$ cat config.mk
export PLATFORM = sky130hd
export DESIGN_NAME = muxreg_pipe_flat
export DESIGN_NICKNAME = d
export VERILOG_FILES = /design/src/rtl/muxreg_pipe_if.sv /design/src/rtl/muxreg_pipe.sv /design/src/flat_wrapper.sv
export SDC_FILE = /design/constraint.sdc
export NUM_CORES = 1
export LEC_CHECK = 0
export ABC_AREA = 1
export CORE_ASPECT_RATIO = 0.9
export CORE_UTILIZATION = 31
export DETAILED_ROUTE_END_ITERATION = 10
export MAX_ROUTING_LAYER = met4
export PLACE_DENSITY = 0.62
export SETUP_SLACK_MARGIN = 0.2
export SYNTH_ARGS = -nofsm -noshare
export SYNTH_HDL_FRONTEND = slang
export SYNTH_SLANG_ARGS = --single-unit
$ cat constraint.sdc
create_clock -name CLK -period 3.99 [get_ports CLK]
set_clock_uncertainty 0.2 [all_clocks]
set_input_delay 0.399 -clock CLK [delete_from_list [all_inputs] [get_ports CLK]]
set_output_delay 0.399 -clock CLK [all_outputs]
set_load 0.02 [all_outputs]
$ cat src/rtl/muxreg_pipe_if.sv
// Handshake and data bundle for the muxreg_pipe pipeline stage.
interface muxreg_pipe_if #(
    parameter int unsigned W    = 16,
    parameter int unsigned N    = 8,
    parameter int unsigned SELW = 3,
    parameter int unsigned CNTW = 8
);
    logic [N*W-1:0]  din;
    logic [SELW-1:0] sel;
    logic            in_valid;
    logic            in_ready;
    logic            flush;
    logic [W-1:0]    q;
    logic            out_valid;
    logic            out_ready;
    logic            sel_err;
    logic [CNTW-1:0] xfer_cnt;

    // Upstream/downstream environment side
    modport master (
        output din, sel, in_valid, flush, out_ready,
        input  in_ready, q, out_valid, sel_err, xfer_cnt
    );

    // Pipeline stage side
    modport slave (
        input  din, sel, in_valid, flush, out_ready,
        output in_ready, q, out_valid, sel_err, xfer_cnt
    );
endinterface

$ cat src/rtl/muxreg_pipe.sv
// N-input, W-bit multiplexed pipeline register with a 2-entry skid buffer,
// flush, sticky out-of-range select flag and delivered-word counter.
module muxreg_pipe #(
    parameter int unsigned W    = 16,
    parameter int unsigned N    = 8,
    parameter int unsigned SELW = 3,
    parameter int unsigned CNTW = 8
) (
    input  logic          CLK,
    input  logic          RST,
    muxreg_pipe_if.slave  bus
);

    localparam int unsigned STW = 2;

    // Occupancy: EMPTY = nothing held, ONE = word in q, FULL = q and skid
    localparam logic [STW-1:0] EMPTY = 2'd0;
    localparam logic [STW-1:0] ONE   = 2'd1;
    localparam logic [STW-1:0] FULL  = 2'd2;

    logic [STW-1:0]  state;
    logic [STW-1:0]  state_d;
    logic [W-1:0]    q_r;
    logic [W-1:0]    q_d;
    logic [W-1:0]    skid_r;
    logic [W-1:0]    skid_d;
    logic            sel_err_r;
    logic            sel_err_d;
    logic [CNTW-1:0] cnt_r;
    logic [CNTW-1:0] cnt_d;

    logic [W-1:0]    cap;
    logic            sel_oor;
    logic            accept;
    logic            deliver;

    // Pick the addressed input lane; selects beyond the last lane yield zero
    always_comb begin
        cap = '0;
        for (int i = 0; i < int'(N); i++) begin
            if (bus.sel == SELW'(i)) begin
                cap = bus.din[i*W +: W];
            end
        end
    end

    assign sel_oor = 32'(bus.sel) >= N;

    // in_ready is derived from state and RST only, never from out_ready
    assign bus.in_ready  = (state != FULL) & ~RST;
    assign bus.out_valid = (state != EMPTY);
    assign bus.q         = q_r;
    assign bus.sel_err   = sel_err_r;
    assign bus.xfer_cnt  = cnt_r;

    assign accept  = bus.in_valid & bus.in_ready;
    assign deliver = bus.out_valid & bus.out_ready;

    // Next-state and datapath update; flush drops everything but still counts a delivery
    always_comb begin
        state_d   = state;
        q_d       = q_r;
        skid_d    = skid_r;
        sel_err_d = sel_err_r;
        cnt_d     = cnt_r + CNTW'(deliver);

        if (bus.flush) begin
            state_d = EMPTY;
        end else begin
            if (accept && sel_oor) begin
                sel_err_d = 1'b1;
            end
            case (state)
                EMPTY: begin
                    if (accept) begin
                        q_d     = cap;
                        state_d = ONE;
                    end
                end
                ONE: begin
                    if (accept && deliver) begin
                        q_d = cap;
                    end else if (accept) begin
                        skid_d  = cap;
                        state_d = FULL;
                    end else if (deliver) begin
                        state_d = EMPTY;
                    end
                end
                FULL: begin
                    if (deliver) begin
                        q_d     = skid_r;
                        state_d = ONE;
                    end
                end
                default: begin
                    state_d = EMPTY;
                end
            endcase
        end
    end

    // State and datapath registers with synchronous reset
    always_ff @(posedge CLK) begin
        if (RST) begin
            state     <= EMPTY;
            q_r       <= '0;
            skid_r    <= '0;
            sel_err_r <= 1'b0;
            cnt_r     <= '0;
        end else begin
            state     <= state_d;
            q_r       <= q_d;
            skid_r    <= skid_d;
            sel_err_r <= sel_err_d;
            cnt_r     <= cnt_d;
        end
    end

endmodule

$ cat src/flat_wrapper.sv
// flat-port wrapper written by rule: the top's interface ports become plain ports
module muxreg_pipe_flat 
#(
    parameter int unsigned W    = 16,
    parameter int unsigned N    = 8,
    parameter int unsigned SELW = 3,
    parameter int unsigned CNTW = 8
)
  (CLK, RST, bus_din, bus_sel, bus_in_valid, bus_flush, bus_out_ready, bus_in_ready, bus_q, bus_out_valid, bus_sel_err, bus_xfer_cnt);
  muxreg_pipe_if #(.W(W), .N(N), .SELW(SELW), .CNTW(CNTW)) bus_i ();
  input  logic CLK;
  input  logic RST;
  input wire logic [$bits(bus_i.din)-1:0] bus_din;
  input wire logic [$bits(bus_i.sel)-1:0] bus_sel;
  input wire logic [$bits(bus_i.in_valid)-1:0] bus_in_valid;
  input wire logic [$bits(bus_i.flush)-1:0] bus_flush;
  input wire logic [$bits(bus_i.out_ready)-1:0] bus_out_ready;
  output wire logic [$bits(bus_i.in_ready)-1:0] bus_in_ready;
  output wire logic [$bits(bus_i.q)-1:0] bus_q;
  output wire logic [$bits(bus_i.out_valid)-1:0] bus_out_valid;
  output wire logic [$bits(bus_i.sel_err)-1:0] bus_sel_err;
  output wire logic [$bits(bus_i.xfer_cnt)-1:0] bus_xfer_cnt;
  assign bus_i.din = bus_din;
  assign bus_i.sel = bus_sel;
  assign bus_i.in_valid = bus_in_valid;
  assign bus_i.flush = bus_flush;
  assign bus_i.out_ready = bus_out_ready;
  assign bus_in_ready = bus_i.in_ready;
  assign bus_q = bus_i.q;
  assign bus_out_valid = bus_i.out_valid;
  assign bus_sel_err = bus_i.sel_err;
  assign bus_xfer_cnt = bus_i.xfer_cnt;
  muxreg_pipe #(.W(W), .N(N), .SELW(SELW), .CNTW(CNTW)) u_core (.CLK(CLK), .RST(RST), .bus(bus_i));
endmodule
# Word-level counts from Yosys, hierarchy flattened
# Cells that the tools add are included.
[word_totals]
out_inout_bits = 27
regBits = 42
in_bits = 136
[classes]
add_sub_neg = 1
n_bitwise = 6
reduce_logical = 9
n_eq_ne = 15
muxes = 18
[op_table]
columns = ["cell", "count"]
rows = [
  ["16-bit two-way mux", 11],
  ["16-bit one-hot mux with 3 select lines", 1],
  ["3-bit == test (second input constant)", 4],
  ["2-bit two-way mux", 5],
  ["8-bit by 1-bit adder with 8-bit output", 1],
  ["4-bit AND reduction", 2],
  ["3-bit by 2-bit == test with 1-bit output (second input constant)", 2],
  ["2-bit by 1-bit != test with 1-bit output (second input constant)", 3],
  ["2-bit one-hot mux with 3 select lines", 1],
  ["5-bit AND reduction", 1],
  ["2-bit != test (second input constant)", 2],
  ["1-bit bitwise AND", 3],
  ["3-bit by 1-bit == test with 1-bit output (second input constant)", 1],
  ["3-bit logical NOT", 1],
  ["3-bit by 1-bit != test with 1-bit output (second input constant)", 1],
  ["1-bit inverter", 3],
  ["3-bit nonzero test", 1],
  ["2-bit by 1-bit == test with 1-bit output (second input constant)", 1],
  ["2-bit == test (second input constant)", 1],
  ["2-bit logical NOT", 1],
  ["2-bit nonzero test", 1],
  ["2-bit OR reduction", 1],
  ["1-bit logical AND", 1],
]

# Logic depth before layout (Yosys ltp)
[depth]
word_depth = 11
depth_mapped = 14
depth_no_buf = 14

# Worst setup path after synthesis
# OpenSTA, ideal clock, no wires.
[synth_path]
kind = "register -> register"
startpoint = "reg u_core.state[1]"
endpoint = "reg u_core.cnt_r[6], in the netlist u_core.bus.xfer_cnt[6]"
arrival_time_ns = 1.573
period_less_slack_ns = 1.901
path_slack_ns = 2.089
setup_time_ns = 0.128
stages_incl_launch_ff = 15
n_path_buf = 0
path_cell_list = "dfxtp_1 > inv_2 > nand2_2 > nand2_2 > inv_1 > ha_1 > ha_1 > nand2_1 > nor2_1 > inv_1 > nor2_1 > inv_1 > nor2_1 > xnor2_1 > nor2_1"
[synth_between]
elab_chain_len = 3
[synth_lines]
columns = ["element", "line_no", "source"]
rows = [
  ["from (decl)", "muxreg_pipe.sv:21", "logic [STW-1:0] state;"],
  ["from (signal assigned)", "muxreg_pipe.sv:112", "state <= state_d;"],
  ["2-bit nonzero test", "muxreg_pipe.sv:51", "assign bus.out_valid = (state != EMPTY);"],
  ["via bus_out_valid", "flat_wrapper.sv:20", "output wire logic [$bits(bus_i.out_valid)-1:0] bus_out_valid;"],
  ["1-bit bitwise AND", "muxreg_pipe.sv:57", "assign deliver = bus.out_valid & bus.out_ready;"],
  ["8-bit by 1-bit adder with 8-bit output", "muxreg_pipe.sv:65", "cnt_d = cnt_r + CNTW'(deliver);"],
  ["to (signal assigned)", "muxreg_pipe.sv:116", "cnt_r <= cnt_d;"],
  ["to (decl)", "muxreg_pipe.sv:29", "logic [CNTW-1:0] cnt_r;"],
]
# The timed path passes the listed nets, and every way through them passes these cells.
# A chain may end at the register's enable or synchronous reset.

# Final worst setup path
[layout_path]
startpoint = "reg u_core.state[0]"
endpoint = "reg u_core.skid_r[12]"
[layout_between]
elab_chain_len = 6
[layout_lines]
columns = ["element", "line_no", "source"]
rows = [
  ["2-bit != test", "muxreg_pipe.sv:50", "assign bus.in_ready = (state != FULL) & ~RST;"],
  ["1-bit bitwise AND", "muxreg_pipe.sv:50", ""],
  ["1-bit bitwise AND", "muxreg_pipe.sv:56", "assign accept = bus.in_valid & bus.in_ready;"],
  ["1-bit logical AND", "muxreg_pipe.sv:81", "if (accept && deliver) begin"],
  ["1-bit inverter (no line)", "--", ""],
  ["4-bit AND reduction (no line) (*)", "--", ""],
  ["to (signal assigned)", "muxreg_pipe.sv:114", "skid_r <= skid_d;"],
  ["to (decl)", "muxreg_pipe.sv:25", "logic [W-1:0] skid_r;"],
]
# Every way passes the cells marked *; elsewhere a longest branch is shown, timed or not.

==> flow_summary.ini <==
[outcome]
status = completed

[place]
port_buffers = 161
place.gp.congestion = 0.9197
place_area_um2 = 4612
hpwl_mm = 8.360
place_ws_ns = 0.9035

[clock_tree]
cts_max_path_buffers = 2
cts_buffers = 5
cts_hold_buf = 0
h-tree-depth = 2
cts_setup_buffers = 0
clk_latency_ns = 0.29
cts_resized = 0
tritoncts = done
cts_root_buffer = clkbuf_8
path_clk_slew_ns = 0.08
cts.sinks = 42

[sta]
period_share_pct = 76.58
slew_violations = 0
rsz0062_at_grt = false
setup_violations = 0
fmax_mhz = 327.3
whs_ns = 0.3083
setup_tns_ns = 0
finalHoldViolations = 0
max_slew_margin_pct = 22.29
min_period_ns = 3.055
tightest_slew_ns = 1.162
setup_slack_ns = 0.9347

[final_layout]
final-seq-area_um2 = 840.8
drive_gt1_share_pct = 5.145
fin_nets = 759
fillers = 969
final_cell_mix = clkdlybuf4s50_1, nand4_1, nor2_1, inv_1, nand2_1
final_common_cell = clkdlybuf4s50_1
n_antenna_cell = 0
syn2layout_area_growth_pct = 57.84
multiInputGateArea_um2 = 1715
fin_area_um2 = 4722
final_util_pct = 51.06

[routing]
wirelength_mm = 10.87
drtPass1Iterations = 8
viasPerCell = 5.050
drtIter0Drc = 161
avgRoutedWirePerCell_um = 14.61
dr_total_vias = 3757
antenna_left = 0
drc = 0

[synthesis]
yosysWarnings = 0
synth_nets = 624
yosysSeqAreaShare_pct = 28.11
syn-instance-count = 486
syn_avg_cell_area_um2 = 6.156
yosysUniqueCellTypes = 29
yosys_register_bits = 42
syn_area_um2 = 2992

[setup_path]
setup.worst_path.class = register to register
crit_fanout = 34
r2r_start = u_core.state[0]$_SDFFE_PP0P_
cpPeakStageDelay_ns = 0.88
worstPathArrival_ns = 3.05
critical-path-slowest-cell = nand4_1
crit_required_ns = 3.98
path_buf_inv = 4
worstPathCellList = inv_2 > nand2_2 > nand3_2 > inv_1 > nand4_1 > buf_4 > o21ai_1 > inv_1
cp-start-kind = register
startpoint = u_core.state[0]$_SDFFE_PP0P_
worst_path_most_repeated_cell = inv_1
cp_top_family = simple AND/OR/NAND/NOR gates
cp-end-kind = register

[die]
dieHeight_um = 95.20
ios = 163
core_um2 = 9249
initial_core_util_pct = 32.35
fp.dieW_um = 105.6
dieArea_um2 = 10050
fp-row-count = 33

[hold_path]
hp-class = register to register
holdCritStartpoint = u_core.bus.xfer_cnt[2]$_SDFF_PP0_

[global_routing]
grtUsageTotal_pct = 22.52
grt_max_degree = 66
grt_pass1_wl_mm = 17.57
grt_pass1_vias = 3636
antenna_found_initial = 0
grt_overflow = 0

[pwr]
p_per_area_nw_per_um2 = 233.1
ir_worst_vdd_v = 0.0001783
p_leak_nw = 1.926

[run]
maxCapViolCount = 0
-- worst paths after layout --
| check | to | slack (ns) | cells past startpoint |
|---|---|---|---|
| max | u_core.skid_r[12]$_SDFFE_PP0P_ | 0.93 | 8 |
| min | u_core.bus.xfer_cnt[2]$_SDFF_PP0_ | 0.31 | 2 |
| max reg2reg | u_core.skid_r[12]$_SDFFE_PP0P_ | 0.93 | 8 |
| min reg2reg | u_core.bus.xfer_cnt[2]$_SDFF_PP0_ | 0.31 | 2 |
-- cells in the mapped netlist, drive strengths merged --
library cell  number  area share [%]
nand4             97              20
nor2              80              10
inv               65             8.2
nand2             59             7.7
dfxtp             42              28
a21oi             37             6.3
o21ai             33             5.5
nand3             23             4.0
buf               22             4.1
clkbuf            18             2.3
nor3               3             1.0
ha                 2            0.84
a2111oi            1            0.29
a311oi             1            0.29
conb               1            0.13
nor4               1            0.21
xnor2              1            0.29
-- tightest hold or removal path, stage by stage (launching register included) --
cell	delay (ns)
dfxtp_1	0.34
nor2_1	0.09
nor2_1	0.05
-- sequential cells by signal, summed over array words and instances, names as in the netlist --
| name | count |
|---|---|
| u_core.bus.q | 16 |
| u_core.bus.xfer_cnt | 8 |
| u_core.skid_r | 16 |
| u_core.state | 2 |
-- metrics by stage --
stage | total power, mW | cells
3_3_place_gp | 0.7891 | 736
5_1_grt | 1.157 | 744
2_1_floorplan | 0.6000 | 486
3_5_place_dp | 0.7920 | 736
6_report | 1.101 | 744
4_1_cts | 1.113 | 744
-- metal layers --
metal	vias to the layer above	global-route usage, %	wire (um)
li1	1929	-	-
met1	1677	26.48	4679
met2	129	39.86	5379
met3	22	3.213	540
met4	0	7.523	271
met5	-	-	0
-- area by class of cell --
| cell class | count | share of cell area [%] |
|---|---|---|
| repair buffers | 168 | 35.14 |
| flip-flops and latches | 42 | 17.81 |
| multi-input cells | 339 | 36.33 |
| clock buffers | 8 | 2.332 |
| well taps | 122 | 3.233 |
| inverters | 65 | 5.167 |
-- kinds of logic (layout without fill, tap and decap cells) --
| group | after synthesis | after routing | share of synthesized area [%] |
|---|---|---|---|
| flip-flops | 42 | 42 | 28.11 |
| AO/OA/AOI/OAI | 72 | 72 | 12.42 |
| XOR/XNOR | 1 | 1 | 0.2928 |
| adder cells (fa/ha/maj) | 2 | 2 | 0.8363 |
| AND/OR/NAND/NOR | 263 | 263 | 43.66 |
| other | 1 | 1 | 0.1254 |
| buffers and inverters | 105 | 241 | 14.55 |
-- where the power goes --
group	switching (mW)	leakage, nW	internal, mW
Sequential	0.00712	0.341	0.433
Combinational	0.159	1.53	0.182
Clock	0.144	0.0575	0.175
Total	0.310	1.93	0.790
No activity file was read; power rests on OpenSTA's default activity.
